$ cat config.mk
export PLATFORM = sky130hd
export DESIGN_NAME = bitty_fetch_unit
export DESIGN_NICKNAME = d
export VERILOG_FILES = /design/src/rtl/bitty_fetch_unit.sv
export SDC_FILE = /design/constraint.sdc
export NUM_CORES = 1
export LEC_CHECK = 0
export CAP_MARGIN = 20
export CORE_ASPECT_RATIO = 1.75
export CORE_UTILIZATION = 35
export CTS_CLUSTER_SIZE = 40
export DETAILED_ROUTE_END_ITERATION = 6
export HOLD_SLACK_MARGIN = 0.03
export PLACE_DENSITY = 0.71
export SLEW_MARGIN = 5
export SYNTH_ARGS = -nofsm -noshare
export SYNTH_HDL_FRONTEND = slang
export SYNTH_SLANG_ARGS = --single-unit
export TNS_END_PERCENT = 100
$ cat constraint.sdc
create_clock -name clk -period 3.5 [get_ports clk]
set_clock_uncertainty 0.1 [all_clocks]
set_input_delay 0.525 -clock clk [delete_from_list [all_inputs] [get_ports clk]]
set_output_delay 0.525 -clock clk [all_outputs]
set_load 0.03 [all_outputs]
$ cat src/rtl/bitty_fetch_unit.sv
// -----------------------------------------------------------------------------
// bitty_fetch_unit
//
// Instruction sequencer for the bitty control unit. It reads one 16-bit word at
// a time from a synchronous-read instruction memory and presents it on
// `instruction` with `run` high. It then waits for the control unit's one-cycle
// `done` pulse and moves on to the next address. This block owns the program
// counter, the run/done handshake, end-of-program detection and a stall
// watchdog.
//
// Per-instruction loop (start-to-start), with a control unit that answers three
// cycles after `run` rises:
//   FETCH (1) -> WAIT_MEM (1) -> ISSUE (1) -> WAIT_DONE (4) = 7 cycles.
// `run` therefore stays low for at least 3 cycles between two instructions.
//
// Parameters
//   ADDR_W      PC / instruction memory address width.
//   TIMEOUT     Maximum number of cycles `run` may stay high without `done`
//               before the watchdog trips. Must be >= 4 so that a healthy
//               control unit cannot trip it.
//
// Ports
//   clk          in   single clock; all state changes on the rising edge
//   reset        in   asynchronous, active-low; clears all state while low
//   start        in   one-cycle pulse; starts a program (IDLE or ERROR only)
//   start_addr   in   first PC, sampled on `start`
//   end_addr     in   last PC to execute, sampled on `start`
//   halt         in   level; sampled only on the `done` edge, ends the program
//   mem_addr     out  instruction memory address
//   mem_rd_en    out  read strobe; `mem_rdata` is valid on the following cycle
//   mem_rdata    in   instruction word from memory
//   instruction  out  word for the control unit; stable while `run` is high
//   run          out  execute request to the control unit
//   done         in   control unit completion pulse; ignored outside WAIT_DONE
//   pc           out  address of the current / next instruction
//   instr_count  out  instructions retired since `start`; wraps at 2^16
//   busy         out  high in every state except IDLE and ERROR
//   finished     out  one-cycle pulse when a program ends normally
//   error        out  sticky watchdog flag; cleared by the next `start`
// -----------------------------------------------------------------------------
module bitty_fetch_unit #(
    parameter int unsigned ADDR_W  = 8,
    parameter int unsigned TIMEOUT = 16
) (
    input  logic              clk,
    input  logic              reset,
    input  logic              start,
    input  logic [ADDR_W-1:0] start_addr,
    input  logic [ADDR_W-1:0] end_addr,
    input  logic              halt,
    output logic [ADDR_W-1:0] mem_addr,
    output logic              mem_rd_en,
    input  logic [15:0]       mem_rdata,
    output logic [15:0]       instruction,
    output logic              run,
    input  logic              done,
    output logic [ADDR_W-1:0] pc,
    output logic [15:0]       instr_count,
    output logic              busy,
    output logic              finished,
    output logic              error
);

    // Watchdog counter wide enough to hold TIMEOUT itself.
    localparam int unsigned     WD_W    = $clog2(TIMEOUT + 1);
    // The count compared here is the value before the current edge, so the
    // trip happens on the TIMEOUT-th WAIT_DONE edge after `run` rose.
    localparam logic [WD_W-1:0] WD_LAST = WD_W'(TIMEOUT - 1);

    typedef enum logic [2:0] {
        StIdle,
        StFetch,
        StWaitMem,
        StIssue,
        StWaitDone,
        StError
    } state_e;

    state_e            state_q;
    logic [ADDR_W-1:0] end_addr_q;
    logic [WD_W-1:0]   wd_q;

    logic [ADDR_W-1:0] pc_inc;
    logic              last_instr;

    // Next sequential address; wraps modulo 2^ADDR_W so that a program with
    // start_addr > end_addr runs through the top of memory and back to 0.
    assign pc_inc = pc + ADDR_W'(1);

    // Retiring the instruction at end_addr, or retiring with halt high, ends
    // the program. halt matters only on the edge where done is sampled.
    assign last_instr = (pc == end_addr_q) || halt;

    // -------------------------------------------------------------------------
    // Sequencer. All outputs are registered. mem_rd_en and finished are
    // single-cycle strobes: they default low on every edge and are set only on
    // the transition that needs them.
    // -------------------------------------------------------------------------
    always_ff @(posedge clk or negedge reset) begin
        if (!reset) begin
            state_q     <= StIdle;
            end_addr_q  <= '0;
            wd_q        <= '0;
            pc          <= '0;
            mem_addr    <= '0;
            mem_rd_en   <= 1'b0;
            instruction <= '0;
            run         <= 1'b0;
            instr_count <= '0;
            busy        <= 1'b0;
            finished    <= 1'b0;
            error       <= 1'b0;
        end else begin
            mem_rd_en <= 1'b0;
            finished  <= 1'b0;

            unique case (state_q)
                // IDLE and ERROR behave the same way on start. In ERROR, the
                // other outputs keep the values they had when the watchdog
                // tripped, so the failing PC remains visible.
                StIdle, StError: begin
                    if (start) begin
                        pc          <= start_addr;
                        mem_addr    <= start_addr;
                        mem_rd_en   <= 1'b1;
                        end_addr_q  <= end_addr;
                        instr_count <= '0;
                        error       <= 1'b0;
                        busy        <= 1'b1;
                        state_q     <= StFetch;
                    end
                end

                // The read strobe is already on the bus for this cycle; the
                // word appears on mem_rdata during the next cycle.
                StFetch: begin
                    state_q <= StWaitMem;
                end

                StWaitMem: begin
                    instruction <= mem_rdata;
                    state_q     <= StIssue;
                end

                StIssue: begin
                    run     <= 1'b1;
                    wd_q    <= '0;
                    state_q <= StWaitDone;
                end

                // done takes priority over the watchdog on the same edge.
                StWaitDone: begin
                    if (done) begin
                        run         <= 1'b0;
                        instr_count <= instr_count + 16'd1;
                        if (last_instr) begin
                            finished <= 1'b1;
                            busy     <= 1'b0;
                            state_q  <= StIdle;
                        end else begin
                            pc        <= pc_inc;
                            mem_addr  <= pc_inc;
                            mem_rd_en <= 1'b1;
                            state_q   <= StFetch;
                        end
                    end else if (wd_q == WD_LAST) begin
                        run     <= 1'b0;
                        error   <= 1'b1;
                        busy    <= 1'b0;
                        state_q <= StError;
                    end else begin
                        wd_q <= wd_q + WD_W'(1);
                    end
                end

                default: begin
                    run     <= 1'b0;
                    busy    <= 1'b0;
                    state_q <= StIdle;
                end
            endcase
        end
    end

endmodule

Yosys cells after proc, flatten, opt, wreduce, memory -nomap -nowiden
Cells that the tools add are included.

operators by class
  multiplexer cells = 33
  reductions and logical operators = 15
  equal/unequal tests = 15
  bitwise gates (word level) = 2
  add/sub/neg operators = 3

operators by type and width
  kind                     number
  $mux W16                 2
  $pmux W16 S2             1
  $mux W8                  3
  $add A16 B1 Y16 const B  1
  $pmux W8 S2              1
  $mux W1                  15
  $pmux W3 S5              1
  $ne A2 B2 Y1 const B     6
  $reduce_and A4 Y1        3
  $mux W5                  2
  $pmux W5 S2              1
  $mux W3                  3
  $add A8 B1 Y8 const B    1
  $eq A8 B8 Y1             1
  $eq A3 B2 Y1 const B     2
  $eq A3 B3 Y1 const B     2
  $ne A3 B3 Y1 const B     2
  $pmux W1 S3              2
  $reduce_and A2 Y1        3
  $reduce_and A3 Y1        2
  $add A5 B1 Y5 const B    1
  $eq A5 B4 Y1 const B     1
  $pmux W1 S2              2
  $reduce_bool A2 Y1       2
  other kinds (7)          8

storage, ports and cells
  word-level logic and storage cells = 79
  output and inout bits = 53
  input port bits = 37
  register bits = 61

Longest topological paths before layout
Gate-level depths: netlist (run 1).

  word-level depth = 5
  gate-level depth with buffers = 8
  mapped depth without buffers = 7

Worst setup path before layout (run 1)
OpenSTA, ideal clock, no wires.

  kind = reg2reg
  start = register pc[3]
  end = register pc[0]
  arrival = 1885 ps
  required time = 3279 ps
  setup slack = 1394 ps
  path buffers = 2
  library setup time = 121 ps
  clock period less this slack = 2106 ps
  stages on the path, launching flop included = 8
  cells stage by stage = dfrtp_1 buf_2 xor2_1 nor4_4 a211oi_4 or2_1 buf_6 a22o_1

on the way
  longest elaborated chain between the ends = 4

ends and longest elaborated chain
  item                                RTL line  source
  start: declaration                  57        output logic [ADDR_W-1:0] pc,
  start signal: assignment            123       pc <= start_addr;
  start signal: assignment            161       pc <= pc_inc;
  $eq A8 B8 Y1                        92        assign last_instr = (pc == end_addr_q) || halt;
  $logic_or A1 B1 Y1                  92
  $ne A2 B2 Y1 (no source line)       n/a
  $reduce_and A4 Y1 (no source line)  n/a

Every way passes these cells.
A chain may end at the register's enable or synchronous reset.

Final worst setup path (run 1)
  start = input done
  end = register instr_count[7]

on the way
  longest elaborated chain between the ends = 2

ends and longest elaborated chain
  item                                RTL line  source
  start: declaration                  56        input logic done,
  $ne A2 B2 Y1 (no source line)       n/a
  $reduce_and A3 Y1 (no source line)  n/a
  end signal: assignment              155       instr_count <= instr_count + 16'd1;
  end: declaration                    58        output logic [15:0] instr_count,

Every way passes these cells.

==> results of run 1 <==
[worst paths after layout]
kind / slack [ps] / endpoint
worst max-delay path: 980 / instr_count[7]
worst min register to register: 390 / end_addr_q[4]
max in group asynchronous: 2500 / instr_count[1]
worst min-delay path: 60 / wd_q[3]
worst max register to register: 990 / pc[3]
min in group clk: 390 / end_addr_q[4]
[cell families after synthesis]
group | Yosys count
buf+inv | 30
simple gates | 122
flops | 61
fa+ha+maj | 4
xor+xnor | 25
mux | 16
compound gates | 46
[metal layers]
| metal | global-route usage, % | routed length (µm) |
|---|---|---|
| met1 | 19.0 | 2840 |
| met2 | 29.7 | 3920 |
| met3 | 4.37 | 345 |
| met4 | 7.73 | 136 |
| met5 | 0 | 0 |
[where the power goes]
group | leakage, nW | internal, mW | total [mW] | switching, mW
registers | 0.768 | 0.947 | 1.23 | 0.278
logic | 0.867 | 0.772 | 1.73 | 0.955
clock network | 0.139 | 0.532 | 0.820 | 0.288
total | 1.77 | 2.25 | 3.77 | 1.52
[layout make-up]
class                           instances  area [µm²]
Clock inverter                          1        5.00
Timing Repair Buffer                   94         923
Sequential cell                        61        1530
Tap cell                              117         146
Inverter                                4        15.0
Multi-Input combinational cell        213        1420
Fill cell                             825        4370
Clock buffer                           14         274
[worst max-delay path, cell delays in order]
cell and delay (ps):
clkdlybuf4s50_1 610, and4bb_2 380, a21oi_1 710, nor4b_1 150, xnor2_1 190, nor2_1 50
[cells in the mapped netlist, types with 3 or more instances]
cell / count / area, µm²
dfrtp_1: 61 / 1530
nand2_1: 43 / 161
nor2_1: 30 / 113
mux2_2: 16 / 180
xor2_1: 13 / 114
nor3_1: 12 / 60.1
xnor2_1: 12 / 105
a21oi_1: 11 / 55.1
o21ai_0: 11 / 55.1
buf_4: 8 / 60.1
nand3_1: 8 / 40.0
buf_2: 7 / 35.0
clkbuf_1: 7 / 26.3
nand4_1: 7 / 43.8
ha_1: 4 / 50.1
inv_1: 4 / 15.0
nor4_1: 4 / 25.0
a211oi_1: 3 / 22.5
[sequential cells by signal (all words and copies together) (netlist names)]
| signal | cells |
|---|---|
| instr_count | 16 |
| instruction | 16 |
| end_addr_q | 8 |
| pc | 8 |
| wd_q | 5 |
| state_q | 3 |
| busy | 1 |
| error | 1 |
| finished | 1 |
| mem_rd_en | 1 |
| run | 1 |
==> key figures, run 1 <==
Drt
  – DR vias/cell: around 5.0
  – Average wire per standard cell: roughly 14 µm
  – Iter 0 DRT Violations: 105
  – DRC: 0
  – Drt first pass iters: 4
  – Detail Route Antenna Nets: 0
  – Final wirelength: slightly above 7000 µm
  – Via count: between 2k and 3k

CTS
  – Setup Buffers After CTS: 0
  – H-tree levels: 3
  – Clock buffer depth: 2
  – Clk slew on worst S/H paths: 50 ps
  – Clk_lat worst skew: ~320 ps
  – Hold buffers post-CTS: 0
  – CTS tree: built
  – CTS sink count: 61
  – CTS Buf Count: 9
  – Root buffer cell: clkbuf_16
  – Post-CTS sizing: 0

Global route
  – Pin count of the biggest net entering global routing: 28
  – Overall routing resource usage: ~17%
  – Vias in the first global route: approximately 2.6k
  – First-pass GRT wire length: roughly 12000 µm
  – Overflow left after global routing: 0
  – Initial antenna violation count: 0

Logic synthesis
  – Simple-gate share of the synthesized area: about a fifth
  – Post-synth EDFFs: 0
  – Largest family of logic cells by synthesized area: simple AND/OR/NAND/NOR gates
  – Synth Area in XOR/XNOR: 7.05%
  – Mux contribution to synthesized area: slightly below 6%
  – Adder-cell share of the synthesized area: 1.61%
  – Post-synth cell types: 50
  – Seq/Total Area, Yosys: about half
  – Syn Area/Cell: 10.2 µm²
  – FF+latch count, synth: 61
  – Asr flop ratio synth: 100%
  – Synth Area in Compound Gates: between 10% and 20%
  – Synth warn: 0
  – Syn nets: ~350
  – Cell area after synthesis: 3110 µm²
  – Post-Synthesis Cells: between 300 and 400
  – Main flop type after synthesis: dfrtp_1

Timing
  – Hold Vio Cnt, Final: 0
  – Max Clk Rate: roughly 0.40 GHz
  – Final period util: a little under three quarters
  – Setup violations, final: 0
  – RSZ-0062 raised after global routing: false
  – Final max-slew violation count: 0
  – Crit path time final: 2520 ps
  – Worst-margin pin slew: ~900 ps
  – Hold_ws: approximately 65 ps
  – Slew HR: 39.6%
  – Setup_tns: 0 ps
  – Crit path setup slack, layout: 983 ps

Min path
  – Class of the worst hold path: in2async

Pwr
  – Maximum VDD drop: ~400 µV
  – Tot Pwr: between 3 and 4 mW
  – Leakage dissipation: between 1.5 and 2 nW
  – PwrDens: 876 nW/µm²

Placement
  – RD Place Congestion: just over 0.8
  – Placed insts: 489
  – Number of port buffers: slightly below 90
  – Post-DP Area: about 4000 µm²
  – Final HPWL DP: 5230 µm
  – Setup WS pre-CTS: 655 ps

Final layout
  – Layout area overhead: 38.5%
  – Final Cell Area: about 4300 µm²
  – Layout Nets: roughly 420
  – Share of cells above drive strength 1: between 10% and 20%
  – Final core occ: 49.7%
  – Most common cell after layout, fill and taps aside: clkdlybuf4s50_1
  – Ant. Diodes: 0
  – Most frequent cells in the layout: 88 x clkdlybuf4s50_1, 61 x dfrtp_1, 43 x nand2_1
  – Layout Cells excl Fill: 504

Floorplan
  – Initial Util: 35.8%
  – CORE AREA: just under 9000 µm²
  – Area of the die: roughly 9000 µm²
  – Die X: between 70 and 80 µm
  – I/O Pins: 90
  – Die Ht: approximately 130 µm
  – Row count: 45

Run
  – Max_cap viols: 0

Worst setup path
  – Worst r2r src: state_q[2]
  – Beginning of the critical path: done
  – CP Data Required Time: approximately 3600 ps
  – Crit path capture type: flip-flop
  – CP Data Arrival Time: 2620 ps
  – Nature of the critical path startpoint: input pin
  – Worst Path Max Fanout: 13
  – R2R depth: 6
  – CP Class: in2reg

Outcome
  – Status: completed
Note: power is estimated with default switching activity, not from simulation.
==> run 2, diff against run 1 <==
clock period = 2.55 ns   (was 3.5 ns; I/O delays follow)
==> key figures, run 2 (same netlist as run 1, synthesis figures left out) <==
CTS
  – CTS Buf Count: 9
  – Post-CTS sizing: 0
  – Clk_lat worst skew: approximately 330 ps
  – Setup Buffers After CTS: 0
  – H-tree levels: 3
  – Clock buffer depth: 2
  – CTS sink count: 61
  – CTS tree: built
  – Root buffer cell: clkbuf_16
  – Clk slew on worst S/H paths: 50 ps
  – Hold buffers post-CTS: 0

Worst setup path
  – CP Data Required Time: 2660 ps
  – Nature of the critical path startpoint: flip-flop
  – Crit path capture type: flip-flop
  – Worst Path Max Fanout: 13
  – CP Data Arrival Time: 2350 ps
  – CP Class: reg2reg

Final layout
  – Most frequent cells in the layout: 88 x clkdlybuf4s50_1, 61 x dfrtp_1, 43 x nand2_1
  – Ant. Diodes: 0
  – Most common cell after layout, fill and taps aside: clkdlybuf4s50_1
  – Share of cells above drive strength 1: a little over an eighth
  – Layout Nets: 429
  – Biggest regs: instr_count (16), instruction (16)
  – Layout area overhead: 39.7%

Drt
  – DRC: 0
  – Detail Route Antenna Nets: 0
  – Drt first pass iters: 4
  – Met2 wirelength from detailed routing: a little under 4000 µm
  – Via count: between 2k and 3k
  – Top layer reached by signal wires: met4
  – DR vias/cell: ~4.9
  – Iter 0 DRT Violations: ~150
  – Average wire per standard cell: roughly 14 µm
  – Met3 wire length: approximately 270 µm
  – Wl on met1: between 2000 and 3000 µm
  – Final wirelength: about 7300 µm

Placement
  – Number of port buffers: roughly 90
  – Setup WS pre-CTS: about 85 ps
  – Final HPWL DP: around 5200 µm
  – RD Place Congestion: 0.778

Pwr
  – Leakage dissipation: 1.80 nW
  – PwrDens: ~1200 nW/µm²
  – Maximum VDD drop: 515 µV

Floorplan
  – Row count: 45
  – Initial Util: between 30% and 40%
  – Die Ht: 127 µm
  – Area of the die: 9280 µm²
  – Die X: between 70 and 80 µm
  – I/O Pins: 90
  – CORE AREA: roughly 8700 µm²

Global route
  – Initial antenna violation count: 0
  – Overflow left after global routing: 0
  – First-pass GRT wire length: approximately 12000 µm
  – Overall routing resource usage: between 10% and 20%
  – Pin count of the biggest net entering global routing: 62
  – Vias in the first global route: between 2k and 3k

Outcome
  – Status: completed

Timing
  – Hold Vio Cnt, Final: 0
  – Final period util: 87.9%
  – Slew HR: a little over a third
  – Setup_tns: 0 ps
  – RSZ-0062 raised after global routing: false
  – Crit path time final: about 2200 ps
  – Final max-slew violation count: 0
  – Crit path setup slack, layout: between 300 and 400 ps
  – Max Clk Rate: between 0.4 and 0.5 GHz
  – Setup violations, final: 0
  – Worst-margin pin slew: 955 ps

Min path
  – Class of the worst hold path: in2async

Run
  – Max_cap viols: 0
[run 2: cell types whose count changed in the layout (fill, tap and decap cells not counted)]
| cell | delta |
|---|---|
| buf_4 | +5 |
[run 2: where the power goes]
part           total, mW  switching [mW]  internal [mW]
Combinational       2.46            1.36           1.10
Sequential          1.65           0.351           1.30
Clock               1.14           0.406          0.729
[run 2: final timing paths]
check                           cells after the start          start  slack [ps]        endpoint
worst min register to register                      2  end_addr_q[1]         390   end_addr_q[1]
min in group clk                                    2  end_addr_q[1]         390   end_addr_q[1]
worst max register to register                      5     state_q[2]         310  instr_count[7]
max in group asynchronous                           2          reset        1730   end_addr_q[5]
worst min-delay path                                2          reset         100         wd_q[3]
worst max-delay path                                5     state_q[2]         310  instr_count[7]
[run 2: metrics by stage]
step	cells	instance area, µm²	hold slack (ps)	util, %	total power, mW
floorplan	304	3110	-13.1	-	3.32
global placement	494	4060	381	46.9	4.07
detailed placement	494	4060	383	46.9	4.14
CTS	509	4340	146	50.1	5.30
global route	509	4340	185	50.1	5.57
finish	509	4340	97.2	50.1	5.25
[run 2: area by class of cell]
class / instances / area, µm²
clock inverter: 1 / 5.00
timing repair buffer: 99 / 961
sequential: 61 / 1530
fill: 837 / 4330
tap: 117 / 146
clock buffer: 14 / 274
inverter: 4 / 15.0
multi-input combinational: 213 / 1420
[run 2: layer usage]
metal | vias up | GRT usage, %
met5 | - | 0
met4 | 0 | 11.9
met3 | 19 | 3.18
met2 | 68 | 29.5
met1 | 1214 | 20.7
li1 | 1214 | -
[run 2: critical path, cell delays in order, from the launching register on]
cell,delay (ps)
dfrtp_1,530
and4bb_2,360
a21oi_1,740
nor4b_1,150
xnor2_1,180
nor2_1,60
